`src/rtl/uart_frame_pkg.sv`:
```
// uart_frame_pkg
//   Shared definitions for the UART register-access frame responder:
//   FSM state encoding, default protocol bytes, CMD field positions and
//   a helper that tells which states are waiting on host bytes.
package uart_frame_pkg;

  typedef enum logic [3:0] {
    S_IDLE,
    S_CMD,
    S_ADDR_H,
    S_ADDR_L,
    S_WDATA_H,
    S_WDATA_L,
    S_RD_REQ,
    S_RD_WAIT,
    S_TX_H,
    S_TX_L
  } state_t;

  localparam logic [7:0]  SOF_BYTE_DEF    = 8'hAA;
  localparam logic [7:0]  RSP_BYTE_DEF    = 8'h55;
  localparam int unsigned TIMEOUT_CYC_DEF = 200000;

  // CMD byte layout: {rw, 3'b000, len[3:0]}
  localparam int RW_BIT  = 7;
  localparam int LEN_MSB = 3;

  // States in which the engine is waiting for the next host byte.
  function automatic logic in_rx_phase(input state_t s);
    return (s == S_CMD) || (s == S_ADDR_H) || (s == S_ADDR_L) ||
           (s == S_WDATA_H) || (s == S_WDATA_L);
  endfunction

endpackage

```
`src/rtl/uart_frame_timeout.sv`:
```
// uart_frame_timeout
//   Inter-byte watchdog. Counts clk cycles while count_en is high and
//   raises expired on the TIMEOUT_CYC-th consecutive counted cycle.
//   clear (a received byte) or count_en low restarts the count.
//   With ENABLE=0 no counter exists and expired is tied low.
// Ports:
//   clk, rst  - clock, synchronous active-high reset
//   clear     - restart count (byte received)
//   count_en  - engine is waiting on a host byte
//   expired   - combinational timeout indication
module uart_frame_timeout #(
  parameter int unsigned TIMEOUT_CYC = 200000,
  parameter bit          ENABLE      = 1'b1
) (
  input  logic clk,
  input  logic rst,
  input  logic clear,
  input  logic count_en,
  output logic expired
);

  generate
    if (ENABLE) begin : g_cnt
      localparam int CW = $clog2(TIMEOUT_CYC + 1);
      logic [CW-1:0] cnt;

      assign expired = count_en && !clear && (cnt == CW'(TIMEOUT_CYC - 1));

      always_ff @(posedge clk) begin
        if (rst || clear || !count_en || expired) begin
          cnt <= '0;
        end else begin
          cnt <= cnt + 1'b1;
        end
      end
    end else begin : g_off
      logic unused_in;
      assign unused_in = ^{clk, rst, clear, count_en, (TIMEOUT_CYC != 0)};
      assign expired   = 1'b0;
    end
  endgenerate

endmodule

```
`src/rtl/uart_frame_responder.sv`:
```
// uart_frame_responder
//   Device-side command engine for the UART register-access protocol.
//   Parses host frames SOF, CMD{rw,000,len}, ADDR_H, ADDR_L [, data words]
//   and performs len+1 register writes or reads with auto-incrementing
//   (wrapping) address. Read data goes back as RSP_BYTE then hi/lo bytes.
//
// Optional feature: define UART_FRAME_TIMEOUT_EN to abort a frame when
//   no byte arrives for TIMEOUT_CYC cycles while waiting on host bytes.
//
// Handshakes: rx_valid_i is a one-cycle strobe qualifying rx_data_i (no
//   back-pressure toward the receiver). tx_write_o is a one-cycle strobe
//   issued only in a cycle where tx_full_i was sampled low. reg_wr_o and
//   reg_rd_o are one-cycle strobes; reg_rdata_i is valid exactly the
//   cycle after reg_rd_o.
//
// Ports:
//   clk, rst                  - clock, synchronous active-high reset
//   rx_data_i/rx_valid_i      - received byte stream
//   rx_break_i                - break level; aborts any active frame
//   tx_data_o/tx_write_o      - transmit buffer write port
//   tx_full_i                 - transmit buffer full
//   reg_addr_o/reg_wdata_o    - register bus address / write data
//   reg_wr_o/reg_rd_o         - register write / read strobes
//   reg_rdata_i               - register read data
//   busy_o                    - frame in progress
//   frame_err_o               - pulse on frame abort
module uart_frame_responder
  import uart_frame_pkg::*;
#(
  parameter logic [7:0]  SOF_BYTE    = SOF_BYTE_DEF,
  parameter logic [7:0]  RSP_BYTE    = RSP_BYTE_DEF,
  parameter int unsigned TIMEOUT_CYC = TIMEOUT_CYC_DEF
) (
  input  logic        clk,
  input  logic        rst,
  input  logic [7:0]  rx_data_i,
  input  logic        rx_valid_i,
  input  logic        rx_break_i,
  output logic [7:0]  tx_data_o,
  output logic        tx_write_o,
  input  logic        tx_full_i,
  output logic [15:0] reg_addr_o,
  output logic [15:0] reg_wdata_o,
  output logic        reg_wr_o,
  output logic        reg_rd_o,
  input  logic [15:0] reg_rdata_i,
  output logic        busy_o,
  output logic        frame_err_o
);

`ifdef UART_FRAME_TIMEOUT_EN
  localparam bit TIMEOUT_EN = 1'b1;
`else
  localparam bit TIMEOUT_EN = 1'b0;
`endif

  state_t      state;
  logic        rw;
  logic [3:0]  len;
  logic [3:0]  word_cnt;
  logic [15:0] addr;
  logic [7:0]  wdata_hi;
  logic [15:0] rdata;
  logic        need_hdr;   // response header not yet pushed for this frame
  logic        rd_armed;   // reg_rd_o issued, data arrives next cycle
  logic        timeout_hit;

  uart_frame_timeout #(
    .TIMEOUT_CYC (TIMEOUT_CYC),
    .ENABLE      (TIMEOUT_EN)
  ) u_timeout (
    .clk      (clk),
    .rst      (rst),
    .clear    (rx_valid_i),
    .count_en (in_rx_phase(state)),
    .expired  (timeout_hit)
  );

  assign busy_o = (state != S_IDLE);

  always_ff @(posedge clk) begin
    if (rst) begin
      state       <= S_IDLE;
      rw          <= 1'b0;
      len         <= '0;
      word_cnt    <= '0;
      addr        <= '0;
      wdata_hi    <= '0;
      rdata       <= '0;
      need_hdr    <= 1'b0;
      rd_armed    <= 1'b0;
      tx_data_o   <= '0;
      tx_write_o  <= 1'b0;
      reg_addr_o  <= '0;
      reg_wdata_o <= '0;
      reg_wr_o    <= 1'b0;
      reg_rd_o    <= 1'b0;
      frame_err_o <= 1'b0;
    end else begin
      tx_write_o  <= 1'b0;
      reg_wr_o    <= 1'b0;
      reg_rd_o    <= 1'b0;
      frame_err_o <= 1'b0;

      // Abort takes priority over any byte or strobe decided this cycle.
      if ((state != S_IDLE) && (rx_break_i || timeout_hit)) begin
        state       <= S_IDLE;
        frame_err_o <= 1'b1;
      end else begin
        case (state)
          S_IDLE: begin
            if (rx_valid_i && (rx_data_i == SOF_BYTE)) state <= S_CMD;
          end
          S_CMD: begin
            if (rx_valid_i) begin
              rw       <= rx_data_i[RW_BIT];
              len      <= rx_data_i[LEN_MSB:0];
              word_cnt <= '0;
              need_hdr <= 1'b1;
              state    <= S_ADDR_H;
            end
          end
          S_ADDR_H: begin
            if (rx_valid_i) begin
              addr[15:8] <= rx_data_i;
              state      <= S_ADDR_L;
            end
          end
          S_ADDR_L: begin
            if (rx_valid_i) begin
              addr[7:0] <= rx_data_i;
              state     <= rw ? S_RD_REQ : S_WDATA_H;
            end
          end
          S_WDATA_H: begin
            if (rx_valid_i) begin
              wdata_hi <= rx_data_i;
              state    <= S_WDATA_L;
            end
          end
          S_WDATA_L: begin
            if (rx_valid_i) begin
              reg_wr_o    <= 1'b1;
              reg_addr_o  <= addr;
              reg_wdata_o <= {wdata_hi, rx_data_i};
              if (word_cnt == len) begin
                state <= S_IDLE;
              end else begin
                addr     <= addr + 16'd1;
                word_cnt <= word_cnt + 4'd1;
                state    <= S_WDATA_H;
              end
            end
          end
          S_RD_REQ: begin
            if (need_hdr) begin
              if (!tx_full_i) begin
                tx_data_o  <= RSP_BYTE;
                tx_write_o <= 1'b1;
                need_hdr   <= 1'b0;
              end
            end else begin
              reg_rd_o   <= 1'b1;
              reg_addr_o <= addr;
              rd_armed   <= 1'b0;
              state      <= S_RD_WAIT;
            end
          end
          S_RD_WAIT: begin
            // First cycle here carries the reg_rd_o strobe; data is on the
            // bus the following cycle.
            if (!rd_armed) begin
              rd_armed <= 1'b1;
            end else begin
              rdata <= reg_rdata_i;
              state <= S_TX_H;
            end
          end
          S_TX_H: begin
            if (!tx_full_i) begin
              tx_data_o  <= rdata[15:8];
              tx_write_o <= 1'b1;
              state      <= S_TX_L;
            end
          end
          S_TX_L: begin
            if (!tx_full_i) begin
              tx_data_o  <= rdata[7:0];
              tx_write_o <= 1'b1;
              if (word_cnt == len) begin
                state <= S_IDLE;
              end else begin
                addr     <= addr + 16'd1;
                word_cnt <= word_cnt + 4'd1;
                state    <= S_RD_REQ;
              end
            end
          end
          default: state <= S_IDLE;
        endcase
      end
    end
  end

endmodule

```
`config.mk`:
```
export PLATFORM = sky130hd
export DESIGN_NAME = uart_frame_responder
export DESIGN_NICKNAME = d
export VERILOG_FILES = /design/src/rtl/uart_frame_pkg.sv /design/src/rtl/uart_frame_timeout.sv /design/src/rtl/uart_frame_responder.sv
export SDC_FILE = /design/constraint.sdc
export NUM_CORES = 1
export LEC_CHECK = 0
export BUFFER_PORTS_ARGS = -buffer_cell sky130_fd_sc_hd__buf_2
export CELL_PAD_IN_SITES_DETAIL_PLACEMENT = 0
export CELL_PAD_IN_SITES_GLOBAL_PLACEMENT = 1
export CORE_MARGIN = 2
export CORE_UTILIZATION = 42
export CTS_CLUSTER_DIAMETER = 30
export DETAILED_ROUTE_END_ITERATION = 10
export HOLD_SLACK_MARGIN = 0.15
export PLACE_DENSITY = 0.92
export SYNTH_ARGS = -nofsm -noshare
export SYNTH_HDL_FRONTEND = slang
export SYNTH_SLANG_ARGS = --single-unit
```
`constraint.sdc`:
```
create_clock -name clk -period 2.3 [get_ports clk]
set_input_delay 0.23 -clock clk [delete_from_list [all_inputs] [get_ports clk]]
set_output_delay 0.23 -clock clk [all_outputs]
set_load 0.005 [all_outputs]
```
==> results of run 1 <==
layout make-up:
class | instances | area share (%)
tap | 136 | 3.14
clock buffer | 12 | 2.68
sequential | 99 | 36.6
inverter | 4 | 0.277
multi-input combinational | 416 | 43.5
clock inverter | 2 | 0.254
timing repair buffer | 112 | 13.5
how the worst max path moves through the flow:
stage / start / slack (ns) / depth (start not counted) / endpoint
2_1_floorplan: state[1]$_SDFFE_PP0P_ / 0.46 / 7 / len[0]$_SDFFE_PP0P_
3_3_place_gp: state[1]$_SDFFE_PP0P_ / 0.23 / 7 / state[2]$_SDFFE_PP0P_
3_5_place_dp: state[2]$_SDFFE_PP0P_ / 0.17 / 5 / reg_addr_o[6]$_SDFFE_PP0P_
4_1_cts: state[2]$_SDFFE_PP0P_ / 0.15 / 5 / reg_addr_o[6]$_SDFFE_PP0P_
5_1_grt: state[1]$_SDFFE_PP0P_ / -0.004 / 6 / addr[8]$_SDFFE_PP0P_
6_report: rx_data_i[6] / 0.10 / 7 / state[2]$_SDFFE_PP0P_
flip-flops by register name, summed over array words and instances (netlist names):
| register | count |
|---|---|
| frame_err_o | 1 |
| reg_wr_o | 1 |
| need_hdr | 1 |
| rw | 1 |
| wdata_hi | 8 |
| state | 4 |
| len | 4 |
| reg_addr_o | 16 |
| reg_wdata_o | 16 |
| tx_data_o | 8 |
| reg_rd_o | 1 |
| addr | 16 |
| tx_write_o | 1 |
| word_cnt | 4 |
| rdata | 16 |
| rd_armed | 1 |
cell families after synthesis:
kind of cell,Yosys count
fa+ha+maj,2
mux,22
simple gates,235
compound gates,150
buf+inv,46
xor+xnor,7
flops,99
per-layer routing:
layer / global-route usage, % / routed length [microns] / part of all wire (%)
met1: 28.2 / 5540 / 46
met2: 33.1 / 5560 / 46
met3: 3.56 / 669 / 5.6
met5: 0 / 0 / 0
met4: 8.70 / 210 / 1.8
repair_timing:
item | 4_1_cts | 5_1_grt
hold endpoints to repair | 19 | 0
resized for setup | 0 | 2
hold buffers | 19 | 0
setup endpoints to repair | 0 | 19
report_power, final:
| part | total, mW | switching, mW | internal (mW) |
|---|---|---|---|
| sequential | 1.74 | 0.0106 | 1.72 |
| clock | 0.988 | 0.575 | 0.413 |
| combinational | 0.298 | 0.181 | 0.117 |
placed cells by master, fill, tap and decap left out, types with 4 or more instances in the layout:
cell	n
nand2_1	111
dfxtp_1	98
a21oi_1	76
buf_2	73
nor2_1	46
mux2i_1	22
dlygate4sd3_1	19
buf_4	18
nand3_1	15
o21ai_0	13
o311ai_0	13
o31ai_1	12
and2_1	11
clkbuf_8	10
a211oi_1	9
nor3_1	8
xnor2_1	5
nand4_1	5
a31oi_1	5
and3_1	5
nor2b_1	4
inv_1	4
a32oi_1	4
nor4_1	4
worst min-delay path, cell delays in order:
cell     delay (ns)
buf_2          0.14
nand2_1        0.09
nor2_1         0.04
==> results.sh, run 1 <==
export IMPL_cp_max_fo=7
export IMPL_tightest_slew_ns=0.615
export IMPL_yosys_top_cells_count="nand2_1 (111), dfxtp_1 (99), a21oi_1 (76)"
export IMPL_synth_top_family_by_area="simple AND/OR/NAND/NOR gates"
export IMPL_placed_cells=748
export IMPL_antenna_found_initial=0
export IMPL_worst_r2r_endpoint="state[2]$_SDFFE_PP0P_"
export IMPL_fin_crit_sh_pct=95.5
export IMPL_ant_nets=0
export IMPL_status="finished, final reports clean"
export IMPL_period_minus_slack_ns=2.20
export IMPL_final_area_sq_mm=0.00542
export IMPL_worst_path_max_delay_cell="or4_1"
export IMPL_slew_headroom_pct=59.0
export IMPL_grt_pass1_wl_microns=19500
export IMPL_synth_compound_area_share_pct=20.8
export IMPL_area_growth_pct=19.3
export IMPL_diodes=0
export IMPL_dieArea_sq_mm=0.0117
export IMPL_timing_rr_start="state[1]$_SDFFE_PP0P_"
export IMPL_fillers=1008
export IMPL_initial_core_util_pct=43.6
export IMPL_hold_depth=3
export IMPL_pwr_density_cell_mw_per_mm2=558
export IMPL_die_h_microns=108
export IMPL_syn_nets=592
export IMPL_cts_root_buf="clkbuf_8"
export IMPL_synth_seq_cells=99
export IMPL_critPathTopFamily="simple AND/OR/NAND/NOR gates"
export IMPL_synthAdderAreaFrac_pct=0.551
export IMPL_syn_inst=561
export IMPL_fmax_mhz=455
export IMPL_wire_per_inst_microns=15.3
export IMPL_stdcell_count=781
export IMPL_grt_setup_unrepaired="yes"
export IMPL_cts_buffer_depth=2
export IMPL_grt_pass1_vias=4073
export IMPL_syn_area_per_cell_sq_um=8.10
export IMPL_dr_total_vias=4333
export IMPL_finalClockSkew_ns=0.00970
export IMPL_multiInputGateArea_sq_mm=0.00236
export IMPL_track_usage_pct=20.9
export IMPL_synth_edf_count=0
export IMPL_dpl_hpwl_microns=7870
export IMPL_post_cts_buffers=0
export IMPL_gp_routability_congestion=0.919
export IMPL_yosys_area_top_type="dfxtp_1"
export IMPL_h_tree_depth=3
export IMPL_cts_buffers_inserted=9
export IMPL_ys_types=57
export IMPL_grt_max_degree=92
export IMPL_ff2ff_setup_slack_ns=0.20
export IMPL_synthesis_area_sq_mm=0.00454
export IMPL_ys_flop_type="dfxtp_1"
export IMPL_hold_violations=0
export IMPL_holdCritStartpoint="rx_break_i"
export IMPL_path_buf_inv=2
export IMPL_holdPathEnd="frame_err_o$_SDFF_PP0_"
export IMPL_clk_pin_slew_worst_paths_ns=0.09
export IMPL_max_stage_delay_ns=0.55
export IMPL_crit_chain="dlygate4sd3_1 > buf_2 > nand4bb_1 > nor4b_1 > o22ai_1 > or4_1 > a21oi_1"
export IMPL_port_buffer_count=73
export IMPL_rr_worst_depth=7
export IMPL_fp_dieW_microns=108
export IMPL_clock_sinks=99
export IMPL_p_total_mw=3.02
export IMPL_synthMuxAreaShare_pct=4.85
export IMPL_synth_most_common_cell="nand2_1"
export IMPL_max_vdd_ir_drop_mv=0.272
export IMPL_core_rowCount=37
export IMPL_yosys_warnings=0
export IMPL_drtIter0Drc=399
export IMPL_core_area_sq_mm=0.0104
export IMPL_viasPerCell=5.55
export IMPL_regArea_sq_mm=0.00198
export IMPL_overflow=0
export IMPL_required_ns=2.59
export IMPL_clk_latency_ns=0.37
export IMPL_worst_setup_path_end_kind="register"
export IMPL_num_nets_final=673
export IMPL_post_place_ws_ns=0.173
export IMPL_utilization_pct=52.0
export IMPL_synth_area_leaders="dfxtp_1 (44%), nand2_1 (9.2%), a21oi_1 (8.4%)"
export IMPL_arrival_ns=2.49
export IMPL_synth_simple_area_share_pct=24.2
export IMPL_async_flop_share_pct=0
export IMPL_tns_ns=0
export IMPL_place_area_sq_mm=0.00506
export IMPL_routed_wl_microns=12000
export IMPL_worstSetupPathType="in -> reg"
export IMPL_power_leakage_nw=2.06
export IMPL_drc=0
export IMPL_ys_seq_area_share_pct=43.6
export IMPL_hold_ws_ns=0.187
export IMPL_drive_gt1_share_pct=17.5
export IMPL_timing_final_ws_setup_ns=0.104
export IMPL_drtPass1Iterations=5
export IMPL_num_io_pins=74
export IMPL_yosysTopAreaCellShare_pct=43.6
export IMPL_min_path_type="in -> reg"
export IMPL_max_cap_violations=0
export IMPL_worstSetupStartpointType="input pin"
export IMPL_setup_viol=0
export IMPL_synth_xor_area_share_pct=1.35
export IMPL_cts_tree="yes"
export IMPL_slew_viol_final=0
Power figures use the tool's default switching activity.
==> inputs of run 2 (changes only) <==
- BUFFER_PORTS_ARGS: -buffer_cell sky130_fd_sc_hd__buf_2 -> unset
- CORE_UTILIZATION: 42 -> 49
- CTS_BUF_LIST: unset -> sky130_fd_sc_hd__clkbuf_8
- CTS_CLUSTER_SIZE: unset -> 28
- DONT_BUFFER_PORTS: unset -> 1
- PLACE_DENSITY: 0.92 -> 0.94
==> results.sh, run 2 (synthesis results as in run 1) <==
export IMPL_cts_root_buf="clkbuf_8"
export IMPL_drtPass1Iterations=5
export IMPL_worst_path_max_delay_cell="o41a_1"
export IMPL_viasPerCell=5.89
export IMPL_core_area_sq_mm=0.00911
export IMPL_place_area_sq_mm=0.00466
export IMPL_final_area_sq_mm=0.00514
export IMPL_drc=0
export IMPL_wire_per_inst_microns=17.0
export IMPL_post_cts_buffers=0
export IMPL_initial_core_util_pct=49.9
export IMPL_utilization_pct=56.4
export IMPL_max_stage_delay_ns=0.52
export IMPL_hold_violations=0
export IMPL_clock_sinks=99
export IMPL_max_vdd_ir_drop_mv=0.381
export IMPL_slew_headroom_pct=56.0
export IMPL_grt_pass1_vias=3895
export IMPL_required_ns=2.58
export IMPL_tightest_slew_ns=0.661
export IMPL_dieArea_sq_mm=0.0101
export IMPL_critPathTopFamily="compound AO/OA/AOI/OAI gates"
export IMPL_slew_viol_final=0
export IMPL_clk_latency_ns=0.37
export IMPL_drive_gt1_share_pct=8.39
export IMPL_finalClockSkew_ns=0.0138
export IMPL_final_cell_mix="nand2_1 (111), dfxtp_1 (96), a21oi_1 (76), nor2_1 (46), dlygate4sd3_1 (26)"
export IMPL_dpl_hpwl_microns=7550
export IMPL_path_buf_inv=0
export IMPL_routed_wl_microns=11800
export IMPL_dr_total_vias=4096
export IMPL_worstSetupStartpointType="register"
export IMPL_track_usage_pct=24.2
export IMPL_power_leakage_nw=1.76
export IMPL_crit_chain="o41a_1 > a21oi_2 > o31ai_2 > or2_1 > o31ai_1"
export IMPL_core_rowCount=35
export IMPL_layout_commonest_cell="nand2_1"
export IMPL_die_h_microns=100
export IMPL_num_nets_final=610
export IMPL_area_growth_pct=13.2
export IMPL_fin_crit_sh_pct=89.8
export IMPL_clk_pin_slew_worst_paths_ns=0.10
export IMPL_min_path_type="in -> reg"
export IMPL_tns_ns=0
export IMPL_grt_pass1_wl_microns=19400
export IMPL_grt_max_degree=92
export IMPL_worst_setup_path_end_kind="register"
export IMPL_cts_buffer_depth=2
export IMPL_worstSetupPathType="reg -> reg"
export IMPL_status="finished, final reports clean"
export IMPL_overflow=0
export IMPL_ant_nets=0
export IMPL_cp_max_fo=9
export IMPL_gp_routability_congestion=0.870
export IMPL_max_cap_violations=0
export IMPL_grt_setup_unrepaired="no"
export IMPL_cts_buffers_inserted=9
export IMPL_port_buffer_count=0
export IMPL_antenna_found_initial=0
export IMPL_setup_viol=0
export IMPL_period_minus_slack_ns=2.07
export IMPL_cts_tree="yes"
export IMPL_arrival_ns=2.34
export IMPL_pwr_density_cell_mw_per_mm2=603
export IMPL_num_io_pins=74
export IMPL_drtIter0Drc=279
export IMPL_fmax_mhz=484
export IMPL_fp_dieW_microns=100
export IMPL_h_tree_depth=3
export IMPL_diodes=0
[run 2: changes by cell type in the layout (fill, tap and decap cells not counted), moves of 2 or more]
cell           delta
dfxtp_1           -2
buf_2            -73
inv_6             +2
buf_4             +3
inv_8             +2
dfxtp_2           +2
clkbuf_1          -2
dlygate4sd3_1     +7
[run 2: final cells by class]
| cell class | count | area [sq um] |
|---|---|---|
| sequential | 99 | 1990 |
| fill | 830 | 3970 |
| tap | 111 | 139 |
| multi-input combinational | 416 | 2350 |
| clock buffer | 9 | 124 |
| inverter | 4 | 15.0 |
| timing repair buffer | 49 | 465 |
| clock inverter | 7 | 58.8 |
[run 2: routing by layer]
| layer | wire length [microns] | global-route usage (%) |
|---|---|---|
| met5 | 0 | 0 |
| met1 | 5230 | 31.2 |
| met2 | 5700 | 40.8 |
| met3 | 594 | 4.25 |
| met4 | 256 | 8.64 |
[run 2: path summary, 6_finish.rpt]
check	start	end	slack, ns	depth (start not counted)
setup / recovery	state[0]$_SDFFE_PP0P_	addr[11]$_SDFFE_PP0P_	0.23	5
hold / removal	rx_valid_i	state[3]$_SDFFE_PP0P_	0.19	2
setup reg to reg	state[0]$_SDFFE_PP0P_	addr[11]$_SDFFE_PP0P_	0.23	5
hold reg to reg	wdata_hi[7]$_SDFFE_PP0P_	reg_wdata_o[15]$_SDFFE_PP0P_	0.45	2
[run 2: through the flow]
step,cells,power (mW),hold WS [ns],worst slack [ns]
floorplan,561,1.94,0.303,0.462
global placement,652,1.97,0.306,0.182
detailed placement,652,1.97,0.305,0.160
CTS,695,3.12,0.168,0.106
global route,695,3.21,0.213,0.0105
finish,695,3.10,0.189,0.234
[run 2: repair_timing]
action / in CTS / in global routing
resized for setup: 0 / 4
hold endpoints to repair: 92 / 0
setup endpoints to repair: 0 / 27
hold buffers: 27 / 0
[run 2: power by group]
group,switching [mW],total [mW],internal [mW]
Clock,0.666,1.08,0.416
Sequential,0.0140,1.74,1.73
Combinational,0.167,0.278,0.111
Total,0.846,3.10,2.25
